[config.mk]
export PLATFORM = sky130hd
export DESIGN_NAME = lsu_align
export DESIGN_NICKNAME = d
export VERILOG_FILES = /design/src/rtl/lsu_pkg.sv /design/src/rtl/lsu_load_ext.sv /design/src/rtl/lsu_align.sv
export SDC_FILE = /design/constraint.sdc
export NUM_CORES = 1
export LEC_CHECK = 0
export BUFFER_PORTS_ARGS = -buffer_cell sky130_fd_sc_hd__buf_2
export CORE_ASPECT_RATIO = 1.5
export CORE_MARGIN = 5
export CORE_UTILIZATION = 52
export CTS_BUF_LIST = sky130_fd_sc_hd__clkbuf_8
export CTS_CLUSTER_DIAMETER = 120
export DETAILED_ROUTE_END_ITERATION = 7
export PLACE_DENSITY_LB_ADDON = 0.05
export SKIP_LAST_GASP = 1
export SLEW_MARGIN = 15
export SYNTH_ARGS = -nofsm -noshare
export SYNTH_HDL_FRONTEND = slang
export SYNTH_SLANG_ARGS = --single-unit
[constraint.sdc]
create_clock -name clk -period 3.5 [get_ports clk]
set_clock_uncertainty 0.15 [all_clocks]
set_input_delay 0.175 -clock clk [delete_from_list [all_inputs] [get_ports clk]]
set_output_delay 0.175 -clock clk [all_outputs]
set_load 0.03 [all_outputs]
[src/rtl/lsu_pkg.sv]
// ---------------------------------------------------------------------------
// lsu_pkg : funct3 encodings, FSM state and access-size types for lsu_align.
// Rev 1.0
// ---------------------------------------------------------------------------
`default_nettype none

package lsu_pkg;

  localparam logic [2:0] c_f3_b  = 3'd0;
  localparam logic [2:0] c_f3_h  = 3'd1;
  localparam logic [2:0] c_f3_w  = 3'd2;
  localparam logic [2:0] c_f3_d  = 3'd3;
  localparam logic [2:0] c_f3_bu = 3'd4;
  localparam logic [2:0] c_f3_hu = 3'd5;
  localparam logic [2:0] c_f3_wu = 3'd6;

  typedef enum logic [1:0] {
    S_IDLE = 2'd0,
    S_REQ  = 2'd1,
    S_WAIT = 2'd2,
    S_RESP = 2'd3
  } state_t;

  typedef enum logic [1:0] {
    SZ_B = 2'd0,
    SZ_H = 2'd1,
    SZ_W = 2'd2,
    SZ_D = 2'd3
  } size_t;

  function automatic logic misaligned(input size_t sz, input logic [2:0] off);
    case (sz)
      SZ_H:    return off[0];
      SZ_W:    return |off[1:0];
      SZ_D:    return |off[2:0];
      default: return 1'b0;
    endcase
  endfunction

endpackage

`default_nettype wire

[src/rtl/lsu_load_ext.sv]
// ---------------------------------------------------------------------------
// lsu_load_ext : combinational lane extraction and sign/zero extension of load data.
// Rev 1.0
// ---------------------------------------------------------------------------
`default_nettype none

module lsu_load_ext import lsu_pkg::*; #(
  parameter int XLEN = 32
) (
  input  logic [XLEN-1:0]           i_rdata,
  input  logic [$clog2(XLEN/8)-1:0] i_offset,
  input  size_t                     i_size,
  input  logic                      i_unsigned,
  output logic [XLEN-1:0]           o_data
);

  logic [XLEN-1:0] w_shifted;
  logic [XLEN-1:0] w_b;
  logic [XLEN-1:0] w_h;
  logic [XLEN-1:0] w_w;

  assign w_shifted = i_rdata >> {i_offset, 3'b000};
  assign w_b = {{(XLEN-8){~i_unsigned & w_shifted[7]}}, w_shifted[7:0]};
  assign w_h = {{(XLEN-16){~i_unsigned & w_shifted[15]}}, w_shifted[15:0]};

  // A word only needs extending when it is narrower than the datapath.
  generate
    if (XLEN == 64) begin : g_w_ext
      assign w_w = {{(XLEN-32){~i_unsigned & w_shifted[31]}}, w_shifted[31:0]};
    end else begin : g_w_pass
      assign w_w = w_shifted;
    end
  endgenerate

  always_comb begin
    o_data = w_shifted;
    case (i_size)
      SZ_B:    o_data = w_b;
      SZ_H:    o_data = w_h;
      SZ_W:    o_data = w_w;
      default: o_data = w_shifted;
    endcase
  end

endmodule

`default_nettype wire

[src/rtl/lsu_align.sv]
// ---------------------------------------------------------------------------
// lsu_align : load/store alignment unit between core and memory port.
// Macro LSU_RESP_REG_EN registers load response data (one extra cycle). Rev 1.0
// ---------------------------------------------------------------------------
`default_nettype none

module lsu_align import lsu_pkg::*; #(
  parameter int XLEN = 32,
  parameter int AW   = 32
) (
  input  logic              clk,
  input  logic              rst_n,
  input  logic              req_valid,
  output logic              req_ready,
  input  logic              req_we,
  input  logic [2:0]        req_funct3,
  input  logic [AW-1:0]     req_addr,
  input  logic [XLEN-1:0]   req_wdata,
  output logic              resp_valid,
  output logic [XLEN-1:0]   resp_rdata,
  output logic              resp_misaligned,
  output logic              resp_illegal,
  output logic              mem_req,
  input  logic              mem_gnt,
  output logic [AW-1:0]     mem_addr,
  output logic              mem_we,
  output logic [XLEN/8-1:0] mem_be,
  output logic [XLEN-1:0]   mem_wdata,
  input  logic              mem_rvalid,
  input  logic [XLEN-1:0]   mem_rdata
);

  localparam int BEW  = XLEN / 8;
  localparam int OFFW = $clog2(BEW);

  state_t          r_state;
  state_t          w_next;
  logic            r_we;
  logic            r_uns;
  logic            r_ill;
  logic            r_mis;
  size_t           r_size;
  logic [AW-1:0]   r_addr;
  logic [XLEN-1:0] r_wdata;

  logic            w_accept;
  logic            w_ill;
  logic            w_mis;
  logic            w_uns;
  size_t           w_size;
  logic [BEW-1:0]  w_mask;
  logic [XLEN-1:0] w_ext;

  assign req_ready = (r_state == S_IDLE) && rst_n;
  assign w_accept  = req_valid && req_ready;

  always_comb begin
    w_size = SZ_B;
    w_uns  = 1'b0;
    w_ill  = 1'b0;
    case (req_funct3)
      c_f3_b:  w_size = SZ_B;
      c_f3_h:  w_size = SZ_H;
      c_f3_w:  w_size = SZ_W;
      c_f3_bu: begin w_size = SZ_B; w_uns = 1'b1; w_ill = req_we; end
      c_f3_hu: begin w_size = SZ_H; w_uns = 1'b1; w_ill = req_we; end
      c_f3_d:  begin w_size = SZ_D; w_ill = (XLEN != 64); end
      c_f3_wu: begin w_size = SZ_W; w_uns = 1'b1; w_ill = (XLEN != 64) || req_we; end
      default: w_ill = 1'b1;
    endcase
    w_mis = misaligned(w_size, req_addr[2:0]);
  end

  always_ff @(posedge clk or negedge rst_n) begin
    if (!rst_n) begin
      r_state <= S_IDLE;
    end else begin
      r_state <= w_next;
    end
  end

  always_comb begin
    w_next = r_state;
    case (r_state)
      S_IDLE: if (w_accept) w_next = (w_ill || w_mis) ? S_RESP : S_REQ;
      // A simultaneous rvalid is ignored here; data must follow the grant.
      S_REQ:  if (mem_gnt) w_next = r_we ? S_RESP : S_WAIT;
`ifdef LSU_RESP_REG_EN
      S_WAIT: if (mem_rvalid) w_next = S_RESP;
`else
      S_WAIT: if (mem_rvalid) w_next = S_IDLE;
`endif
      S_RESP: w_next = S_IDLE;
      default: w_next = S_IDLE;
    endcase
  end

  always_ff @(posedge clk or negedge rst_n) begin
    if (!rst_n) begin
      r_we    <= 1'b0;
      r_uns   <= 1'b0;
      r_ill   <= 1'b0;
      r_mis   <= 1'b0;
      r_size  <= SZ_B;
      r_addr  <= '0;
      r_wdata <= '0;
    end else if (w_accept) begin
      r_we    <= req_we;
      r_uns   <= w_uns;
      r_ill   <= w_ill;
      r_mis   <= w_mis & ~w_ill;
      r_size  <= w_size;
      r_addr  <= req_addr;
      r_wdata <= req_wdata;
    end
  end

  always_comb begin
    w_mask    = '1;
    mem_wdata = r_wdata;
    case (r_size)
      SZ_B: begin w_mask = BEW'(1);  mem_wdata = {BEW{r_wdata[7:0]}}; end
      SZ_H: begin w_mask = BEW'(3);  mem_wdata = {(BEW/2){r_wdata[15:0]}}; end
      SZ_W: begin w_mask = BEW'(15); mem_wdata = {(XLEN/32){r_wdata[31:0]}}; end
      default: begin w_mask = '1; mem_wdata = r_wdata; end
    endcase
  end

  assign mem_req  = (r_state == S_REQ);
  assign mem_we   = mem_req & r_we;
  assign mem_addr = {r_addr[AW-1:OFFW], {OFFW{1'b0}}};
  assign mem_be   = mem_req ? (w_mask << r_addr[OFFW-1:0]) : '0;

  lsu_load_ext #(.XLEN(XLEN)) u_load_ext (
    .i_rdata    (mem_rdata),
    .i_offset   (r_addr[OFFW-1:0]),
    .i_size     (r_size),
    .i_unsigned (r_uns),
    .o_data     (w_ext)
  );

`ifdef LSU_RESP_REG_EN
  logic [XLEN-1:0] r_rdata;

  always_ff @(posedge clk or negedge rst_n) begin
    if (!rst_n) begin
      r_rdata <= '0;
    end else if (w_accept) begin
      r_rdata <= '0;
    end else if (r_state == S_WAIT && mem_rvalid) begin
      r_rdata <= w_ext;
    end
  end

  assign resp_valid = (r_state == S_RESP);
  assign resp_rdata = resp_valid ? r_rdata : '0;
`else
  logic w_load_done;

  assign w_load_done = (r_state == S_WAIT) && mem_rvalid;
  assign resp_valid  = (r_state == S_RESP) || w_load_done;
  assign resp_rdata  = w_load_done ? w_ext : '0;
`endif

  assign resp_misaligned = (r_state == S_RESP) & r_mis;
  assign resp_illegal    = (r_state == S_RESP) & r_ill;

endmodule

`default_nettype wire

Word-level counts from Yosys, hierarchy flattened
Index checks and enable logic that the tools add are counted.
{"block": "totals", "in_bits": 105, "reg_bits": 72, "output_inout_bits": 106}
{"block": "classes", "n_shift": 2, "mux": 15, "reduce_logical": 16, "eq_ne": 16, "bitwise_logic": 8}
{"op": "$pmux 32 s2", "n": 2}
{"op": "$mux 32", "n": 1}
{"op": "$shr 32x5->32", "n": 1}
{"op": "$eq 3x3->1 const B", "n": 3}
{"op": "$reduce_or 3->1", "n": 3}
{"op": "$eq 2x2->1 const B", "n": 4}
{"op": "$mux 2", "n": 4}
{"op": "$pmux 2 s4", "n": 1}
{"op": "$pmux 4 s2", "n": 1}
{"op": "$reduce_or 2->1", "n": 4}
{"op": "$and 1x1->1", "n": 6}
{"op": "$eq 2x1->1 const B", "n": 3}
{"op": "$eq 3x2->1 const B", "n": 2}
{"op": "$pmux 2 s3", "n": 1}
{"op": "$logic_not 2->1", "n": 2}
{"op": "$mux 4", "n": 1}
{"op": "$ne 2x2->1 const B", "n": 2}
{"op": "$shl 4x2->4", "n": 1}
{"op": "$eq 3x1->1 const B", "n": 1}
{"op": "$logic_and 1x1->1", "n": 3}
{"op": "$logic_not 3->1", "n": 1}
{"op": "$pmux 1 s3", "n": 1}
{"op": "$reduce_and 3->1", "n": 1}
{"op": "$logic_or 1x1->1", "n": 2}
{"op": "other kinds (4)", "n": 6}

Depth between registers and ports, before layout
{"block": "depth", "word_depth": 9, "mapped_depth": 7}

Cells and area by module
Synthesis repeated with hierarchy kept, for this count alone.
{"block": "unflattened", "hier_cells": 558, "area_unflattened_um2": 4590.7}
{"module": "lsu_align", "seq_area_each_um2": 1801.7, "instances": 1, "area_each_um2": 3822.4, "cells_each": 455}
{"module": "lsu_load_ext", "seq_area_each_um2": 0.0, "instances": 1, "area_each_um2": 768.2, "cells_each": 103}

Worst setup path after synthesis
OpenSTA, ideal clock, no wires.
{"block": "synth_path", "path_kind": "reg2out", "startpoint": "register r_state[0]", "endpoint": "output port resp_rdata[16]", "setup_slack_ps": 1356, "t_arrival_ps": 1819, "required_time_ps": 3175, "path_stages_with_launch": 5, "path_cell_list": "dfrtp_1 > nand3b_4 > or3_1 > buf_6 > o21ai_0"}
{"block": "synth_between", "elab_chain_cells": 3}
{"item": "start: declaration", "line": "lsu_align.sv:36", "source": "state_t r_state;"}
{"item": "start signal: assignment", "line": "lsu_align.sv:78", "source": "r_state <= w_next;"}
{"item": "$eq 2x2->1", "line": "lsu_align.sv:160", "source": "assign w_load_done = (r_state == S_WAIT) && mem_rvalid;"}
{"item": "$logic_and 1x1->1", "line": "lsu_align.sv:160"}
{"item": "$mux 32", "line": "lsu_align.sv:162", "source": "assign resp_rdata = w_load_done ? w_ext : '0;"}
{"item": "end: declaration", "line": "lsu_align.sv:20", "source": "output logic [XLEN-1:0] resp_rdata,"}
No other way between the ends.

Worst setup path after layout
{"block": "layout_path", "startpoint": "register r_addr[0]", "endpoint": "output port resp_rdata[27]"}
{"block": "layout_between", "elab_chain_cells": 4, "elab_cells_between_ends": 5, "classes_between": "1 x shift; 2 x mux; 2 x bitwise"}
{"item": "start: declaration", "line": "lsu_align.sv:43", "source": "logic [AW-1:0] r_addr;"}
{"item": "start signal: assignment", "line": "lsu_align.sv:113", "source": "r_addr <= req_addr;"}
{"item": "$shr 32x5->32 *", "line": "lsu_load_ext.sv:22", "source": "assign w_shifted = i_rdata >> {i_offset, 3'b000};"}
{"item": "$and 1x1->1, on equally long branches", "line": "lsu_load_ext.sv:24, lsu_load_ext.sv:23"}
{"item": "$pmux 32 s2 *", "line": "lsu_load_ext.sv:37", "source": "case (i_size)"}
{"item": "$mux 32 *", "line": "lsu_align.sv:162"}
Mark *: on every way between the ends. The rest lies on a longest branch, timed or not.

==> results_dict.tcl <==
set metrics [dict create \
    ys_types 38 \
    rsz0062_at_grt "no" \
    synthesis.instances 524 \
    maxSlewViolCount 0 \
    diodes 0 \
    cts_resized 0 \
    ios 211 \
    max_cap_violations 0 \
    ys.warnings.count 0 \
    worstSetupPathType "flip-flop to output pin" \
    yosys.area.top_type "dfrtp_1" \
    synth_xor_xnor_area_share_pct 0 \
    synth_ff_type "dfrtp_1" \
    async_reset_ff_share_pct 100.0 \
    synth-seq-cells 72 \
    synthAdderAreaFrac_pct 0 \
    drive_gt1_share_pct 34.31 \
    drt_wl_total_um 12920 \
    powerDensity_nw_per_um2 894.7 \
    setup_viol 0 \
    arrival_ns 2.54 \
    critPathLaunchType "flip-flop" \
    via_count 4327 \
    relSlewSlack_pct 34.70 \
    placementRows 40 \
    antenna_found_initial 0 \
    numCtsBuffers 9 \
    synth_area_um2 4319 \
    fp.dieW_um 84.42 \
    pre_cts_slack_ns 0.9962 \
    synth_edf_count 0 \
    grt-ovfl-total 0 \
    synth_top_area_share_pct 41.71 \
    worst_pin_slew_ns 0.9795 \
    initial_utilization_pct 53.60 \
    synth_mux_area_share_pct 10.72 \
    grtUsageTotal_pct 24.96 \
    synth_compound_area_share_pct 10.37 \
    synth_top_family_by_area "simple AND/OR/NAND/NOR gates" \
    vdd_drop_max_mv 0.5170 \
    fp.dieArea_um2 10270 \
    grt_pass1_vias 4269 \
    critical_path_required_ns 3.17 \
    cts_sinks 72 \
    synth.avg_cell_area_um2 8.243 \
    die_h_um 121.6 \
    hold_viol_final 0 \
    fmax_mhz 348.6 \
    nets 852 \
    cp_max_fo 40 \
    wl_per_cell_um 15.08 \
    drc_errors 0 \
    grt_start_max_net_pins 73 \
    fin_setup_tns_ns 0 \
    vias_per_cell 5.049 \
    numPortBuffers 208 \
    clock_latency_ns 0.33 \
    cts_tree "yes" \
    post-dp-hpwl_um 8827 \
    clkTransAtPathRegs_ns 0.07 \
    holdWs_ns 0.03103 \
    htreeDepth 3 \
    cts-root-buf "clkbuf_8" \
    grt_pass1_wl_um 20960 \
    drt_iter0_markers 168 \
    yosys.area_share.simple_pct 25.84 \
    fin_crit_sh_pct 81.96 \
    leakagePower_nw 3.369 \
    firstDrtPassIters 4 \
    place_congestion 0.8826 \
    status "finished, final reports clean" \
    clock_path_buffers 2 \
    yosysSeqAreaShare_pct 41.71 \
    finalCriticalPeriod_ns 2.868 \
    final_core_util_pct 73.79 \
    area_growth_pct 37.66 \
    setup_slack_ns 0.6315 \
    core-area_um2 8058 \
    antenna_left 0 \
    hp-class "input port to flip-flop" \
    end_kind "output pin" \
    yosys-top-cells-area "dfrtp_1, nand2_1, buf_4, mux2i_1, mux2_2" \
]
through the flow:
stage                     cells  cell area, um^2  power [mW]
after floorplan             525             4323       4.115
after global placement      772             5072       4.605
after detailed placement    772             5072       4.660
after CTS                   857             5946       5.337
after global routing        857             5946       5.670
final                       857             5946       5.320
power by group:
part	leakage [nW]	internal (mW)	total (mW)	switching, mW
Clock	0.101	0.295	0.604	0.309
Sequential	0.895	1.22	1.64	0.424
Combinational	2.37	1.04	3.07	2.03
Total	3.37	2.55	5.32	2.77
worst paths after layout:
| check | from | endpoint | slack (ns) | cells past startpoint |
|---|---|---|---|---|
| worst max-delay path | r_addr[0] | resp_rdata[27] | 0.63 | 5 |
| worst min-delay path | req_funct3[1] | r_size[1] | 0.03 | 3 |
| worst max register to register | r_state[1] | r_mis | 1.29 | 5 |
| worst min register to register | r_wdata[16] | r_wdata[16] | 0.32 | 2 |
| max in group asynchronous | rst_n | r_addr[0] | 2.06 | 3 |
| min in group asynchronous | rst_n | r_wdata[21] | 0.47 | 3 |
placed cells by master (no fill, tap or decap), types with 2 or more instances in the layout:
master and instances:
a211oi_1 22, a21o_1 8, a21oi_1 3, and2_1 3
and3_1 3, buf_2 207, buf_4 7, clkbuf_8 11
clkinv_2 2, conb_1 2, dfrtp_1 71, dlygate4sd3_1 69
inv_1 4, mux2_2 16, mux2i_1 26, nand2_1 214
nand2b_1 3, nand3_1 3, nor2_1 20, nor2b_1 10
nor3_1 3, o21a_1 3, o21ai_0 21
layout make-up:
class | instances | area, um^2
clock inverter | 5 | 31.28
sequential | 72 | 1803
fill | 650 | 2112
multi-input combinational | 378 | 2038
clock buffer | 11 | 151.4
tap | 105 | 131.4
timing repair buffer | 283 | 1779
inverter | 3 | 11.26
cells by family after synthesis:
group / after synthesis
compound gates: 65
buf+inv: 75
flops: 72
mux: 43
other cells: 1
simple gates: 268
sequential cells by signal, indices dropped and copies added (netlist names):
register  flops
r_mis         1
r_wdata      32
r_ill         1
r_state       2
r_uns         1
r_addr       32
r_we          1
r_size        2
worst max-delay path: stages, from the launching register on:
cell      delay (ns)
dfrtp_2         0.95
mux2i_1         0.23
a221oi_2        0.36
o211a_2         0.36
a21o_1          0.11
buf_2           0.19
per-layer routing:
metal  up-vias  track usage [%]  share of wire (%)  wire length [um]
li1       2113                -                  -                 -
met1      2015            30.70                 39              5060
met2       177            41.85                 50              6475
met3        22            7.172                8.2              1055
met4         0            8.911                2.6               331
met5         -                0                  0                 0
repair_timing:
action,4_1_cts,5_1_grt
endpoints found under the hold margin,140,0
buffers inserted,0,0
hold buffers,69,0
synthesized netlist by cell type (3+ instances only):
library cell  count
nand2_1         215
dfrtp_1          72
buf_4            45
mux2i_1          26
a211oi_1         22
o21ai_0          21
nor2_1           20
mux2_2           16
clkbuf_1         13
buf_2            11
nor2b_1          10
a21o_1            8
and2_1            4
a21oi_1           3
and3_1            3
buf_6             3
inv_1             3
nand2b_1          3
nand3_1           3
nor3_1            3
o21a_1            3
No activity file was read; power rests on OpenSTA's default activity.
